--- config.mk ---
export PLATFORM = sky130hd
export DESIGN_NAME = hash_io_responder
export DESIGN_NICKNAME = d
export VERILOG_FILES = /design/src/rtl/hash_io_pkg.sv /design/src/rtl/hash_io_responder_sipo.sv /design/src/rtl/hash_io_responder.sv
export SDC_FILE = /design/constraint.sdc
export NUM_CORES = 1
export LEC_CHECK = 0
export CORE_AREA = 3 3 316 318
export CTS_CLUSTER_SIZE = 12
export DETAILED_ROUTE_END_ITERATION = 12
export DIE_AREA = 0 0 319 321
export SETUP_SLACK_MARGIN = 0.4
export SYNTH_ARGS = -nofsm -noshare
export SYNTH_HDL_FRONTEND = slang
export SYNTH_HIERARCHICAL = 1
export SYNTH_SLANG_ARGS = --single-unit
--- constraint.sdc ---
create_clock -name clk -period 4.59 [get_ports clk]
set_clock_uncertainty 0.15 [all_clocks]
set_input_delay 0.918 -clock clk [delete_from_list [all_inputs] [get_ports clk]]
set_output_delay 0.918 -clock clk [all_outputs]
set_load 0.01 [all_outputs]
--- src/rtl/hash_io_pkg.sv ---
// hash_io_pkg: shared widths, derived word counts and state encoding
// for the hash core host responder.
package hash_io_pkg;
    localparam int IO_W  = 16;
    localparam int BLK_W = 512;
    localparam int DIG_W = 256;
    localparam int WPB   = BLK_W / IO_W;
    localparam int WPD   = DIG_W / IO_W;
    typedef enum logic [2:0] {IDLE, LOAD, HAND, HASH, OUT} state_t;
endpackage

--- src/rtl/hash_io_responder_sipo.sv ---
// hash_io_responder_sipo: word-indexed block buffer, word 0 in the top IO_W bits.
module hash_io_responder_sipo #(
    parameter int IO_W  = 16,
    parameter int BLK_W = 512,
    parameter int IW    = $clog2(BLK_W / IO_W)
) (
    input  logic             clk,
    input  logic             rst_n,
    input  logic             we,
    input  logic [IW-1:0]    idx,
    input  logic [IO_W-1:0]  wdata,
    output logic [BLK_W-1:0] data
);
    localparam int N = BLK_W / IO_W;

    always_ff @(posedge clk or negedge rst_n) begin
        if (!rst_n) data <= '0;
        else if (we) data[IO_W*(N-1-int'(idx)) +: IO_W] <= wdata;
    end
endmodule

--- src/rtl/hash_io_responder.sv ---
// hash_io_responder: host-side word-serial init/load/fetch/ack responder
// that assembles blocks for the hash core and returns the final digest.
module hash_io_responder #(
    parameter int IO_W  = hash_io_pkg::IO_W,
    parameter int BLK_W = hash_io_pkg::BLK_W,
    parameter int DIG_W = hash_io_pkg::DIG_W
) (
    input  logic             clk,
    input  logic             rst_n,
    input  logic             init,
    input  logic             load,
    input  logic             fetch,
    input  logic [IO_W-1:0]  idata,
    input  logic             EOM,
    output logic             ack,
    output logic [IO_W-1:0]  odata,
    output logic             err,
    output logic             core_init,
    output logic [BLK_W-1:0] blk_data,
    output logic             blk_valid,
    output logic             blk_last,
    input  logic             blk_ready,
    input  logic             core_done,
    input  logic [DIG_W-1:0] digest
);
    import hash_io_pkg::*;

    localparam int NB  = BLK_W / IO_W;
    localparam int ND  = DIG_W / IO_W;
    localparam int WCW = $clog2(NB);
    localparam int FCW = $clog2(ND);

    state_t state, state_n;
    logic [WCW-1:0] wcnt;
    logic [FCW-1:0] fcnt;
    logic [DIG_W-1:0] dig_buf;
    logic ld_acc, fe_acc, wr_last, latch, stray;

    hash_io_responder_sipo #(.IO_W(IO_W), .BLK_W(BLK_W), .IW(WCW)) u_sipo (
        .clk(clk), .rst_n(rst_n), .we(ld_acc), .idx(wcnt), .wdata(idata), .data(blk_data)
    );

    assign blk_valid = state == HAND;

    // init pre-empts every accept, error and core_done in the same cycle
    always_comb begin
        ld_acc  = !init && load && !ack && state == LOAD;
        fe_acc  = !init && fetch && !ack && state == OUT;
        wr_last = ld_acc && wcnt == WCW'(NB - 1);
        latch   = !init && state == HASH && core_done && blk_last;
        stray   = !init && !ack && ((load && state != LOAD) || (fetch && state != OUT));
        state_n = state;
        if (init) state_n = LOAD;
        else begin
            case (state)
                LOAD: state_n = wr_last ? HAND : LOAD;
                HAND: state_n = blk_ready ? HASH : HAND;
                HASH: state_n = core_done ? (blk_last ? OUT : LOAD) : HASH;
                OUT:  state_n = (fe_acc && fcnt == FCW'(ND - 1)) ? IDLE : OUT;
                default: state_n = IDLE;
            endcase
        end
    end

    always_ff @(posedge clk or negedge rst_n) begin
        if (!rst_n) begin
            state     <= IDLE;
            ack       <= 1'b0;
            err       <= 1'b0;
            core_init <= 1'b0;
            blk_last  <= 1'b0;
            odata     <= '0;
            wcnt      <= '0;
            fcnt      <= '0;
            dig_buf   <= '0;
        end else begin
            state     <= state_n;
            ack       <= ld_acc || fe_acc;
            core_init <= init;
            err       <= init ? 1'b0 : (err | stray);
            if (init) begin
                wcnt <= '0;
                fcnt <= '0;
            end else begin
                if (ld_acc) wcnt <= wcnt + 1'b1;
                if (wr_last) blk_last <= EOM;
                if (latch) begin
                    dig_buf <= digest;
                    fcnt    <= '0;
                end
                if (fe_acc) begin
                    odata <= dig_buf[IO_W*(ND-1-int'(fcnt)) +: IO_W];
                    fcnt  <= fcnt + 1'b1;
                end
            end
        end
    end
endmodule
Word-level counts from Yosys, hierarchy flattened. Index checks and enable logic that the tools add are counted.

Register bits after elaboration: 800. Output and inout bits: 533. Logic and storage cells: 66.

Add/sub/neg operators: 5. Eq/ne operators: 8. Shifts and indexed selects: 3. Mux-type cells: 14. Bitwise logic cells: 2. Reductions and logical operators: 24.

Operator list (number): $bwmux 512 (1); $shift 16x33->512 const A (1); $shiftx 16x33->512 (1); $shiftx 256x9->16 (1); $neg 32->33 (1); $logic_and 1x1->1 (15); $mux 3 (4); $mux 4 (3); $pmux 3 s4 (1); $mux 5 (2); $eq 3x2->1 const B (2); $reduce_and 2->1 (3); $sub 5x5->6 const A (1); $add 5x1->5 const B (1); $eq 5x5->1 const B (1); $sub 4x4->5 const A (1); $add 4x1->4 const B (1); $eq 4x4->1 const B (1); $eq 3x1->1 const B (1); $eq 3x3->1 const B (1); $ne 3x1->1 const B (1); $ne 3x3->1 const B (1); $reduce_bool 3->1 (1); $logic_not 1->1 (2); other kinds (6) (8).

Depth between registers and ports, before layout.
Depth after elaboration: 8. Mapped depth: 11.

Modules after synthesis. Netlist, hierarchy kept.

By module, submodules not included: hash_io_responder_sipo (instances 1, cells an instance 1400, area each 21149.0 um^2, seq. area each 12812.3 um^2); hash_io_responder (instances 1, cells an instance 790, area each 12789.8 um^2, seq. area each 7206.9 um^2).

Worst setup path after synthesis. OpenSTA, ideal clock, no wires.

Path type: input to register. Start point: in init. End point: reg u_sipo.data[278]. Library setup time: 0.125 ns. Arrival time: 3.265 ns. Data required time: 4.315 ns. Path slack: 1.051 ns. Cell stages on the path: 10. Path buffers: 3. Cell sequence: nor4b_1 nand2_1 inv_1 buf_2 inv_1 or3_1 buf_1 a211oi_4 buf_4 mux2_2.

Word-level cells in the longest chain between the ends: 4.

RTL lines: start: declaration (RTL line hash_io_responder.sv:10) `input logic init,`; $logic_not 1->1 (RTL line hash_io_responder.sv:47) `ld_acc = !init && load && !ack && state == LOAD;`; $logic_and 1x1->1 (3 in series) (RTL line hash_io_responder.sv:47); net ld_acc (RTL line hash_io_responder.sv:37) `logic ld_acc, fe_acc, wr_last, latch, stray;`; end signal: indexed assignment (RTL line hash_io_responder_sipo.sv:18) `else if (we) data[IO_W*(N-1-int'(idx)) +: IO_W] <= wdata;`; end: declaration (RTL line hash_io_responder_sipo.sv:12) `output logic [BLK_W-1:0] data`.

The timed path passes the listed nets, and every way through them passes these cells. A chain may end at the register's enable or synchronous reset.

Worst setup path in the final report.
Start point: reg wcnt[1]. End point: reg u_sipo.data[261].

Word-level cells in the longest chain between the ends: 4. Elaborated cells on any way between the ends: 5. Classes of those cells: 2 x add/sub; 2 x shift; 1 x mux.

RTL lines: start: declaration (RTL line hash_io_responder.sv:34) `logic [WCW-1:0] wcnt;`; start signal: assignment (RTL line hash_io_responder.sv:85) `if (ld_acc) wcnt <= wcnt + 1'b1;`; $sub 5x5->6 * (RTL line hash_io_responder_sipo.sv:18); $neg 32->33 * (RTL line hash_io_responder_sipo.sv:18); $shiftx 16x33->512 or $shift 16x33->512 (tied branches) (RTL line hash_io_responder_sipo.sv:18); $bwmux 512 * (RTL line hash_io_responder_sipo.sv:18).

Mark *: on every way between the ends. The rest lies on a longest branch, timed or not.

==> impl_metrics.toml <==
[setup_path]
start_kind = "flop"
critical_path_class = "flop to flop"
crit_family = "compound AO/OA/AOI/OAI gates"
crit_chain = "ha_1 > and3_1 > ha_1 > nand3b_2 > nor4_1 > a22oi_2 > mux2_2"
critPathMaxStageDelay_ps = 1000
cpMaxStageDelayCell = "a22oi_2"
path_common_cell = "ha_1"
cp.arrival_ps = 4130
end_kind = "flop"
worstPathRequired_ps = 4970
path_buf_inv = 0
cp_max_fo = 16

[yosys]
syn_area_per_cell_um2 = 15.50
seq_area_frac_synth_pct = 58.99
yosys_register_bits = 800
yosysWarnings = 6
synth_edf_count = 0
yosys-top-cells-area = "dfrtp_1, mux2_2, mux4_2"
synth_nets = 2475
synthArstFlopShare_pct = 100.0
netlist_area_um2 = 33940
synthCells = 2190
synth_largest_area_cell = "dfrtp_1"
synth_ff_type = "dfrtp_1"
synth_cell_types = 64
synth_top_area_share_pct = 58.99

[power]
p_seq_share_pct = 46.6
peakVddDrop_v = 0.0002481
swShare_pct = 23.41
pwr-share-clk_pct = 46.1
power_density_nw_per_um2 = 333.9
power.switching_mw = 3.630
p_comb_share_pct = 7.4
finalPower_mw = 15.50
p_int_mw = 11.87
p_leak_nw = 21.78

[layout]
fillCellCount = 8375
final_area_um2 = 46430
finish.net_count = 3278
fin_cells = 4350
finish.utilization_pct = 47.94
drive_gt1_share_pct = 35.51
area_growth_pct = 36.81
ff_latch_area_um2 = 20030
multiInputGateArea_um2 = 13030

[run_status]
status = "completed"

[floorplan]
die_h_um = 321
rows = 114
io_pins = 813
coreArea_um2 = 96850
die_area_um2 = 102400
initial_core_util_pct = 35.04
die-width_um = 319

[sta]
tightest_slew_ps = 1208
timing.final.crit_period_ps = 3745
report.final.hold_viol_count = 0
worst_slack_ps = 845.0
setup_violations = 0
hold_ws_ps = 218.4
fin_crit_sh_pct = 81.59
slew_violations = 0
setup_tns_ps = 0
fmax_mhz = 267.0
rsz0062_at_grt = "false"
maxSlewHeadroom_pct = 19.46

[cts]
clk_pin_slew_ps = 60
cts_tree = "done"
cts_buffer_depth = 3
cts_root_buf = "clkbuf_16"
clock_latency_ps = 660
cts_made_buffers = 90
ctsHtreeMaxLevel = 3
clock-sinks = 800

[detailed_routing]
vias_per_cell = 5.054
wl_um = 116700
antenna_left = 0
dr.pass1.iters = 5
wire_per_inst_um = 26.82
drtIter0Drc = 1178
num_vias = 21990
drc = 0

[place]
io_buffer_count = 812
placed_area_um2 = 43470
gp_congestion = 0.8444
dp_worst_setup_slack_ps = -125.9
dp_hpwl_um = 87120
place_inst = 4177

[min_path]
hp-class = "input pin to asynchronous set/reset pin"

[grt]
antenna_found_initial = 26
grt-ovfl-total = 0
grt_start_max_net_pins = 172
grt_usage_pct = 22.39
grt_pass1_vias = 23830
grt_pass1_wl_um = 168500

[run]
maxCapViolations = 0
==> routing by layer <==
layer | part of all wire (%) | wire length, um | GRT usage [%]
met1 | 38 | 43990 | 25.68
met2 | 50 | 58240 | 38.72
met3 | 8.4 | 9786 | 7.702
met5 | 0.14 | 169 | 0
met4 | 3.8 | 4477 | 8.390
==> state kept, by name (all words and copies together) (netlist names) <==
name / cells
ack: 1
blk_last: 1
core_init: 1
dig_buf: 256
err: 1
fcnt: 4
odata: 16
state: 3
u_sipo/data: 512
wcnt: 5
==> cell type report <==
class                      instances  share of cell area (%)
sequential                       800                   43.13
multi-input combinational       1211                   28.07
timing repair buffer             883                   18.93
clock buffer                     130                   5.543
tap                             1276                   3.439
clock inverter                    33                  0.7734
inverter                           7                 0.05659
antenna                           10                 0.05390
==> Yosys cell counts, drive strengths merged (4+ instances only) <==
cell type  instances
xor2               5
a31oi              4
nand2b             7
nand2             23
buf               96
o221ai             8
mux4              64
nor2b              5
o21ai              8
a21oi             11
nor4b              7
a221o              9
inv                7
mux2             778
nand3             21
nand4              4
nor3               7
ha                 5
and2              48
mux2i             24
a211oi             9
nor2              22
clkbuf            76
dfrtp            800
and3             111
nor4               6
==> cells in the final DEF, fill, tap and decap left out, types with 20 or more instances in the layout <==
master           synthesis  final
clkdlybuf4s50_1          0    811
nand2_1                 22     22
clkbuf_16                0     91
mux2i_1                 24     24
and2_1                  47     47
clkbuf_1                76     24
mux2_2                 739    739
nor2_1                  22     21
dfrtp_1                800    797
and3_1                 111    111
buf_4                   39     61
mux2_4                  20     20
mux4_2                  64     64
==> power by group through the flow <==
stage	clock, mW	sequential [mW]	combinational (mW)
after floorplan	0	7.39	0.273
after global placement	0	7.34	1.15
after detailed placement	0	7.35	1.16
after CTS	7.36	7.22	1.17
after global routing	7.63	7.23	1.23
final	7.14	7.22	1.14
==> repair_timing <==
action                     CTS  global route
setup endpoints to repair    0            24
hold buffers                 0             0
gates resized for setup      0             1
setup buffers                0             0
==> cells by family (layout without fill, tap and decap cells) <==
family          after synthesis  count (layout)  synth area share [%]
compound gates               57              57                 1.622
xor+xnor                      6               6                0.2101
fa+ha+maj                     5               5                0.1843
buf+inv                     179            1053                 2.735
flops                       800             800                 58.99
mux                         866             866                 30.99
other cells                   0              10                     0
simple gates                277             277                 5.272
==> path summary, 6_finish.rpt <==
check | endpoint | start | cells after the start | slack (ps)
worst max-delay path | u_sipo/data[261] | wcnt[1] | 7 | 840
worst max register to register | u_sipo/data[261] | wcnt[1] | 7 | 840
worst min register to register | u_sipo/data[424] | u_sipo/data[424] | 1 | 340
min in group clk | u_sipo/data[424] | u_sipo/data[424] | 1 | 340
worst min-delay path | u_sipo/data[72] | rst_n | 1 | 220
max in group asynchronous | u_sipo/data[284] | rst_n | 2 | 2950
==> worst register-to-register path, stage by stage (launching register included) <==
cell and delay, ps:
dfrtp_1 540, ha_1 540, and3_1 230, ha_1 300, nand3b_2 320, nor4_1 100
a22oi_2 1000, mux2_2 450
Power figures use the tool's default switching activity.
